**src/rtl/agu_pkg.sv**
```systemverilog
// Shared types and helpers for the pipelined address generation unit.
// DATA_WIDTH falls back to 32 when the build does not define it.
`ifndef DATA_WIDTH
`define DATA_WIDTH 32
`endif

package agu_pkg;

  localparam int AGU_DATA_WIDTH = `DATA_WIDTH;
  localparam int AGU_TAG_WIDTH  = 6;

  typedef enum logic [1:0] {
    SIZE_BYTE = 2'b00,
    SIZE_HALF = 2'b01,
    SIZE_WORD = 2'b10,
    SIZE_RSVD = 2'b11
  } mem_size_t;

  typedef struct packed {
    logic [AGU_DATA_WIDTH-1:0] addr;
    mem_size_t                 size;
    logic [AGU_TAG_WIDTH-1:0]  tag;
  } agu_req_t;

  // Reserved size behaves like a word access.
  function automatic logic misalign(input mem_size_t size, input logic [1:0] lsb);
    logic bad;
    bad = 1'b0;
    case (size)
      SIZE_BYTE: bad = 1'b0;
      SIZE_HALF: bad = lsb[0];
      default:   bad = |lsb;
    endcase
    return bad;
  endfunction

endpackage

```
**src/rtl/agu_if.sv**
```systemverilog
// Request/response bundle between issue, the AGU and the load-store queue.
// Handshake: a beat transfers on a rising edge where valid && ready; valid never waits on ready.
interface agu_if #(
  parameter int DATA_WIDTH = 32,
  parameter int TAG_WIDTH  = 6
);
  logic                  in_valid;
  logic                  in_ready;
  logic [DATA_WIDTH-1:0] in_op1;
  logic [DATA_WIDTH-1:0] in_op2;
  logic [1:0]            in_size;
  logic [TAG_WIDTH-1:0]  in_tag;

  logic                  out_valid;
  logic                  out_ready;
  logic [DATA_WIDTH-1:0] out_addr;
  logic [1:0]            out_size;
  logic [TAG_WIDTH-1:0]  out_tag;
  logic                  out_misalign;

  modport master (
    output in_valid, in_op1, in_op2, in_size, in_tag, out_ready,
    input  in_ready, out_valid, out_addr, out_size, out_tag, out_misalign
  );

  modport slave (
    input  in_valid, in_op1, in_op2, in_size, in_tag, out_ready,
    output in_ready, out_valid, out_addr, out_size, out_tag, out_misalign
  );
endinterface

```
**src/rtl/agu_stage.sv**
```systemverilog
// One valid/ready register slice; payload only captures on a real load of valid data.
module agu_stage
  import agu_pkg::*;
#(
  parameter type req_t = agu_req_t
) (
  input  logic clk,
  input  logic rst,
  input  logic flush,
  input  logic load,
  input  logic in_valid,
  input  req_t d,
  output logic valid,
  output req_t q
);

  always_ff @(posedge clk or posedge rst) begin
    if (rst) begin
      valid <= 1'b0;
      q     <= '0;
    end else begin
      if (flush)
        valid <= 1'b0;
      else if (load)
        valid <= in_valid;
      if (load && in_valid)
        q <= d;
    end
  end

endmodule

```
**src/rtl/agu_pipe.sv**
```systemverilog
// Two-stage stallable, flushable effective-address pipeline (addr = base + offset).
// Optional misalign flagging is enabled with AGU_MISALIGN_CHECK_EN.
module agu_pipe
  import agu_pkg::*;
#(
  parameter int DATA_WIDTH = `DATA_WIDTH,
  parameter int TAG_WIDTH  = 6
) (
  input  logic clk,
  input  logic rst,
  input  logic flush,
  agu_if.slave bus
);

  typedef struct packed {
    logic [DATA_WIDTH-1:0] addr;
    mem_size_t             size;
    logic [TAG_WIDTH-1:0]  tag;
  } req_t;

  req_t s1_d, s1_q, s2_q;
  logic s1_valid, s2_valid;
  logic s1_load, s2_load;
  logic accept;

  // S2 drains whenever the consumer takes it; S1 may then move up behind it.
  assign s2_load = !s2_valid || bus.out_ready;
  assign s1_load = !s1_valid || s2_load;
  assign bus.in_ready = !flush && s1_load;
  assign accept = bus.in_valid && bus.in_ready;

  always_comb begin
    s1_d      = '0;
    s1_d.addr = bus.in_op1 + bus.in_op2;
    s1_d.size = mem_size_t'(bus.in_size);
    s1_d.tag  = bus.in_tag;
  end

  agu_stage #(.req_t(req_t)) u_s1 (
    .clk      (clk),
    .rst      (rst),
    .flush    (flush),
    .load     (s1_load),
    .in_valid (accept),
    .d        (s1_d),
    .valid    (s1_valid),
    .q        (s1_q)
  );

  agu_stage #(.req_t(req_t)) u_s2 (
    .clk      (clk),
    .rst      (rst),
    .flush    (flush),
    .load     (s2_load),
    .in_valid (s1_valid),
    .d        (s1_q),
    .valid    (s2_valid),
    .q        (s2_q)
  );

`ifdef AGU_MISALIGN_CHECK_EN
  logic s2_misalign;

  always_ff @(posedge clk or posedge rst) begin
    if (rst)
      s2_misalign <= 1'b0;
    else if (s2_load && s1_valid)
      s2_misalign <= misalign(s1_q.size, s1_q.addr[1:0]);
  end

  assign bus.out_misalign = s2_misalign;
`else
  assign bus.out_misalign = 1'b0;
`endif

  assign bus.out_valid = s2_valid;
  assign bus.out_addr  = s2_q.addr;
  assign bus.out_size  = s2_q.size;
  assign bus.out_tag   = s2_q.tag;

endmodule

```
**src/flat_wrapper.sv**
```systemverilog
// flat-port wrapper written by rule: the top's interface ports become plain ports
module agu_pipe_flat import agu_pkg::*;
#(
  parameter int DATA_WIDTH = `DATA_WIDTH,
  parameter int TAG_WIDTH  = 6
)
  (clk, rst, flush, bus_in_valid, bus_in_op1, bus_in_op2, bus_in_size, bus_in_tag, bus_out_ready, bus_in_ready, bus_out_valid, bus_out_addr, bus_out_size, bus_out_tag, bus_out_misalign);
  agu_if #(.DATA_WIDTH(DATA_WIDTH), .TAG_WIDTH(TAG_WIDTH)) bus_i ();
  input  logic clk;
  input  logic rst;
  input  logic flush;
  input wire logic [$bits(bus_i.in_valid)-1:0] bus_in_valid;
  input wire logic [$bits(bus_i.in_op1)-1:0] bus_in_op1;
  input wire logic [$bits(bus_i.in_op2)-1:0] bus_in_op2;
  input wire logic [$bits(bus_i.in_size)-1:0] bus_in_size;
  input wire logic [$bits(bus_i.in_tag)-1:0] bus_in_tag;
  input wire logic [$bits(bus_i.out_ready)-1:0] bus_out_ready;
  output wire logic [$bits(bus_i.in_ready)-1:0] bus_in_ready;
  output wire logic [$bits(bus_i.out_valid)-1:0] bus_out_valid;
  output wire logic [$bits(bus_i.out_addr)-1:0] bus_out_addr;
  output wire logic [$bits(bus_i.out_size)-1:0] bus_out_size;
  output wire logic [$bits(bus_i.out_tag)-1:0] bus_out_tag;
  output wire logic [$bits(bus_i.out_misalign)-1:0] bus_out_misalign;
  assign bus_i.in_valid = bus_in_valid;
  assign bus_i.in_op1 = bus_in_op1;
  assign bus_i.in_op2 = bus_in_op2;
  assign bus_i.in_size = bus_in_size;
  assign bus_i.in_tag = bus_in_tag;
  assign bus_i.out_ready = bus_out_ready;
  assign bus_in_ready = bus_i.in_ready;
  assign bus_out_valid = bus_i.out_valid;
  assign bus_out_addr = bus_i.out_addr;
  assign bus_out_size = bus_i.out_size;
  assign bus_out_tag = bus_i.out_tag;
  assign bus_out_misalign = bus_i.out_misalign;
  agu_pipe #(.DATA_WIDTH(DATA_WIDTH), .TAG_WIDTH(TAG_WIDTH)) u_core (.clk(clk), .rst(rst), .flush(flush), .bus(bus_i));
endmodule
```
**config.mk**
```make
export PLATFORM = sky130hd
export DESIGN_NAME = agu_pipe_flat
export DESIGN_NICKNAME = d
export VERILOG_FILES = /design/src/rtl/agu_pkg.sv /design/src/rtl/agu_if.sv /design/src/rtl/agu_stage.sv /design/src/rtl/agu_pipe.sv /design/src/flat_wrapper.sv
export SDC_FILE = /design/constraint.sdc
export NUM_CORES = 1
export LEC_CHECK = 0
export ABC_AREA = 1
export CAP_MARGIN = 20
export CORE_MARGIN = 2
export CORE_UTILIZATION = 57
export CTS_BUF_LIST = sky130_fd_sc_hd__clkbuf_8 sky130_fd_sc_hd__clkbuf_16
export CTS_CLUSTER_SIZE = 8
export DETAILED_ROUTE_END_ITERATION = 7
export PLACE_DENSITY = 0.87
export SYNTH_ARGS = -nofsm -noshare
export SYNTH_HDL_FRONTEND = slang
export SYNTH_HIERARCHICAL = 1
export SYNTH_SLANG_ARGS = --single-unit
```
**constraint.sdc**
```tcl
create_clock -name clk -period 3 [get_ports clk]
set_input_delay 0.9 -clock clk [delete_from_list [all_inputs] [get_ports clk]]
set_output_delay 0.9 -clock clk [all_outputs]
set_load 0.1 [all_outputs]
```
Yosys cells after proc, flatten, opt, wreduce, memory -nomap -nowiden
Index checks and enable logic that the tools add are counted.
W data, S select, Z words.
- output and inout bits: 43
- word-level logic and storage cells: 24
- input bits: 77
- bits in registers: 82
- multiplexer cells: 4
- add/subtract/negate cells: 1
- reduce and logical (&&, ||, !) cells: 11
- operators with widths (operator ; number):
    $add A32 B32 Y32 ; 1
    $logic_and A1 B1 Y1 ; 4
    $mux W1 ; 4
    $reduce_bool A2 Y1 ; 2
    $logic_not A1 Y1 ; 3
    $logic_or A1 B1 Y1 ; 2

Depth between registers and ports, before layout
- word-level depth: 7
- gate-level depth with buffers: 14
- mapped depth without buffers: 14

By module
Netlist, hierarchy kept.
- modules (own cells, without submodules) (module ; times used ; cells an instance ; area an instance (sq um)):
    agu_stage ; 2 ; 182 ; 1736.7
    agu_pipe ; 1 ; 504 ; 2427.3

Worst setup path after synthesis
No wires, ideal clock.
- kind: register to output
- from: register u_core.u_s2.valid
- to: output bus_in_ready
- cell stages (with the launch flop): 4
- arrival: 1699 ps
- setup slack: 401 ps
- path buffers: 0
- required time: 2100 ps
- cell sequence: dfrtp_1 -> nand3_1 -> nand2_1 -> inv_1
- word-level cells in the longest chain between the ends: 4
- RTL lines (what ; RTL line ; source):
    start: declaration ; agu_stage.sv:13 ; output logic valid,
    start signal: assignment ; agu_stage.sv:25 ; valid <= in_valid;
    $logic_not A1 Y1 ; agu_pipe.sv:27 ; assign s2_load = !s2_valid || bus.out_ready;
    $logic_or A1 B1 Y1 ; agu_pipe.sv:27 ;
    $logic_or A1 B1 Y1 ; agu_pipe.sv:28 ; assign s1_load = !s1_valid || s2_load;
    via u_core.s1_load ; agu_pipe.sv:23 ; logic s1_load, s2_load;
    $logic_and A1 B1 Y1 ; agu_pipe.sv:29 ; assign bus.in_ready = !flush && s1_load;
    end: declaration ; flat_wrapper.sv:18 ; output wire logic [$bits(bus_i.in_ready)-1:0] bus_in_ready;
The timed path passes the listed nets, and every way through them passes these cells.

Worst setup path after layout
- from: input bus_out_ready
- to: output bus_in_ready
- word-level cells in the longest chain between the ends: 3
- RTL lines (what ; RTL line ; source):
    start: declaration ; flat_wrapper.sv:17 ; input wire logic [$bits(bus_i.out_ready)-1:0] bus_out_ready;
    $logic_or A1 B1 Y1 ; agu_pipe.sv:27 ;
    $logic_or A1 B1 Y1 ; agu_pipe.sv:28 ;
    via u_core.s1_load ; agu_pipe.sv:23 ;
    $logic_and A1 B1 Y1 ; agu_pipe.sv:29 ;
The timed path passes the listed nets, and every way through them passes these cells.

==> flow_metrics.env <==
export IMPL_outcome="finished, final reports clean"
export IMPL_setup_violations=0
export IMPL_layout_commonest_cell="nand2_1"
export IMPL_ant_nets=0
export IMPL_ys_ff_latch=82
export IMPL_crit_type="in -> out"
export IMPL_core_area_um2=10200
export IMPL_mostFrequentLayoutCells="377 x nand2_1, 118 x inv_1, 105 x nand3_1"
export IMPL_drtIter0Drc=298
export IMPL_power_density_nw_per_um2=587
export IMPL_hold_viol=0
export IMPL_viasPerCell=4.94
export IMPL_syn_area_um2=5900
export IMPL_htreeDepth=3
export IMPL_layout_drive_gt1_share_pct=10.8
export IMPL_vias=5518
export IMPL_setup_tns_ns=0
export IMPL_grt_pass1_wl_um=24000
export IMPL_first_pass_iters=5
export IMPL_fmax_ghz=0.359
export IMPL_syn2layout_area_growth_pct=20.7
export IMPL_grt_pass1_vias=5161
export IMPL_die_w_um=106
export IMPL_grt_max_degree=44
export IMPL_drcViolationCount=0
export IMPL_io_pins=120
export IMPL_syn_inst=868
export IMPL_required_ns=2.10
export IMPL_worst_pin_slew_ns=0.678
export IMPL_antennaDiodeCount=0
export IMPL_yosysSeqAreaShare_pct=34.8
export IMPL_crit_path_end_kind="output port"
export IMPL_synth_distinct_cells=26
export IMPL_start_util_pct=57.9
export IMPL_drv_slew=0
export IMPL_ys_warn_count=6
export IMPL_track_usage_pct=26.2
export IMPL_worst_hold_slack_ns=0.475
export IMPL_antenna_found_initial=0
export IMPL_clockBufferDepth=2
export IMPL_grt_overflow=0
export IMPL_path_clk_slew_ns=0.07
export IMPL_postCtsSetupBuffers=0
export IMPL_cts_root_buffer="clkbuf_8"
export IMPL_rsz0062_at_grt="false"
export IMPL_finalCritPeriodShare_pct=93.0
export IMPL_rows=37
export IMPL_place_gp_congestion=0.877
export IMPL_place_port_buffers=118
export IMPL_post_cts_resized=0
export IMPL_cts_buffers_inserted=9
export IMPL_leakagePower_nw=4.18
export IMPL_start_kind="input port"
export IMPL_hold_path_class="reg -> reg"
export IMPL_cp_max_fo=2
export IMPL_layout_min_cycle_time_ns=2.79
export IMPL_nNetsFinal=1086
export IMPL_hold_buffers=0
export IMPL_drt_wirelength_per_cell_um=12.2
export IMPL_crit_arrival_ns=1.89
export IMPL_clk_latency_ns=0.35
export IMPL_slew_headroom_pct=54.8
export IMPL_maxCapViolations=0
export IMPL_die_y_um=106
export IMPL_peakVddDrop_mv=0.365
export IMPL_syn_area_per_cell_um2=6.80
export IMPL_wl_um=13700
export IMPL_ff2ff_setup_slack_ns=1.43
export IMPL_synth_nets=977
export IMPL_dp_hpwl_um=10500
export IMPL_cts_tree="done"
export IMPL_finalClockSkew_ns=0.00577
export IMPL_die_area_um2=11200
export IMPL_cts_sinks=82
-- metrics by stage --
| stage | cells | power (W) | setup slack (ns) | util, % | area, um^2 |
|---|---|---|---|---|---|
| after CTS | 1117 | 0.00420 | 0.209 | 69.9 | 7120 |
| after global routing | 1117 | 0.00442 | 0.165 | 69.9 | 7120 |
| final | 1117 | 0.00418 | 0.211 | 69.9 | 7120 |
| after detailed placement | 1102 | 0.00350 | 0.0624 | 68.2 | 6950 |
| after floorplan | 868 | 0.00301 | 0.401 | - | 5900 |
| after global placement | 1102 | 0.00347 | 0.140 | 68.2 | 6950 |
-- layout make-up --
| type | instances | area, um^2 |
|---|---|---|
| multi-input combinational | 637 | 3100 |
| fill | 892 | 3070 |
| sequential | 82 | 2050 |
| timing repair buffer | 127 | 1180 |
| inverter | 120 | 450 |
| tap | 136 | 170 |
| clock buffer | 11 | 151 |
| clock inverter | 4 | 18.8 |
-- cell families after synthesis --
logic type	after synthesis	synth area share [%]
XOR/XNOR	16	2.37
other	1	0.0636
flip-flops	82	34.8
buffers and inverters	149	13.0
AND/OR/NAND/NOR	565	40.8
adder cells (fa/ha/maj)	32	6.91
AO/OA/AOI/OAI	23	2.14
-- critical path: stages --
cell	delay (ns)
clkdlybuf4s50_1	0.46
inv_1	0.07
nand3_2	0.08
nand2_1	0.10
inv_1	0.11
buf_12	0.18
-- worst paths after layout --
kind / depth (start not counted) / end / startpoint
min in group asynchronous: 2 / u_core/u_s2/q[3] / rst
worst min register to register: 2 / u_core/u_s2/q[18] / u_core/u_s2/q[18]
worst max register to register: 5 / u_core/u_s1/q[10] / u_core/u_s2/valid
worst min-delay path: 2 / u_core/u_s2/q[18] / u_core/u_s2/q[18]
worst max-delay path: 6 / bus_in_ready / bus_out_ready
max in group asynchronous: 3 / u_core/u_s2/q[16] / rst
-- per-layer routing --
layer	vias up	global-route usage [%]	share of wire [%]
met1	2432	37.7	47
met2	181	41.2	46
li1	2888	-	-
met4	0	7.42	1.5
met3	17	3.77	5.7
met5	-	0	0
-- state kept, by name, summed over array words and instances (netlist names) --
| register | cells |
|---|---|
| u_core/u_s1/q | 40 |
| u_core/u_s2/q | 40 |
| u_core/u_s1/valid | 1 |
| u_core/u_s2/valid | 1 |
-- report_power, final --
| part | switching (W) | total, W | internal, W | leakage (nW) |
|---|---|---|---|---|
| sequential | 0.000135 | 0.00146 | 0.00133 | 1.04 |
| clock | 0.000357 | 0.000691 | 0.000334 | 0.0961 |
| combinational | 0.00150 | 0.00202 | 0.000522 | 3.05 |
| total | 0.00199 | 0.00418 | 0.00219 | 4.18 |
-- Yosys cell counts --
library cell | number | area share [%]
a21o_1 | 1 | 0.13
a21oi_1 | 19 | 1.6
a21oi_2 | 1 | 0.15
buf_4 | 7 | 0.89
buf_6 | 16 | 3.1
clkbuf_8 | 6 | 1.4
conb_1 | 1 | 0.064
dfrtp_1 | 82 | 35
fa_1 | 1 | 0.34
ha_1 | 31 | 6.6
inv_1 | 117 | 7.4
inv_2 | 3 | 0.19
nand2_1 | 377 | 24
nand2_2 | 24 | 2.5
nand2_8 | 2 | 0.68
nand3_1 | 106 | 9.0
nand3_2 | 4 | 0.68
nand4_1 | 3 | 0.32
nor2_1 | 41 | 2.6
nor2_2 | 2 | 0.21
nor3_1 | 3 | 0.25
nor3_2 | 2 | 0.34
o21bai_1 | 2 | 0.25
or2_4 | 1 | 0.15
xnor2_1 | 2 | 0.30
xor2_1 | 14 | 2.1
(Power assumes the default switching activity.)
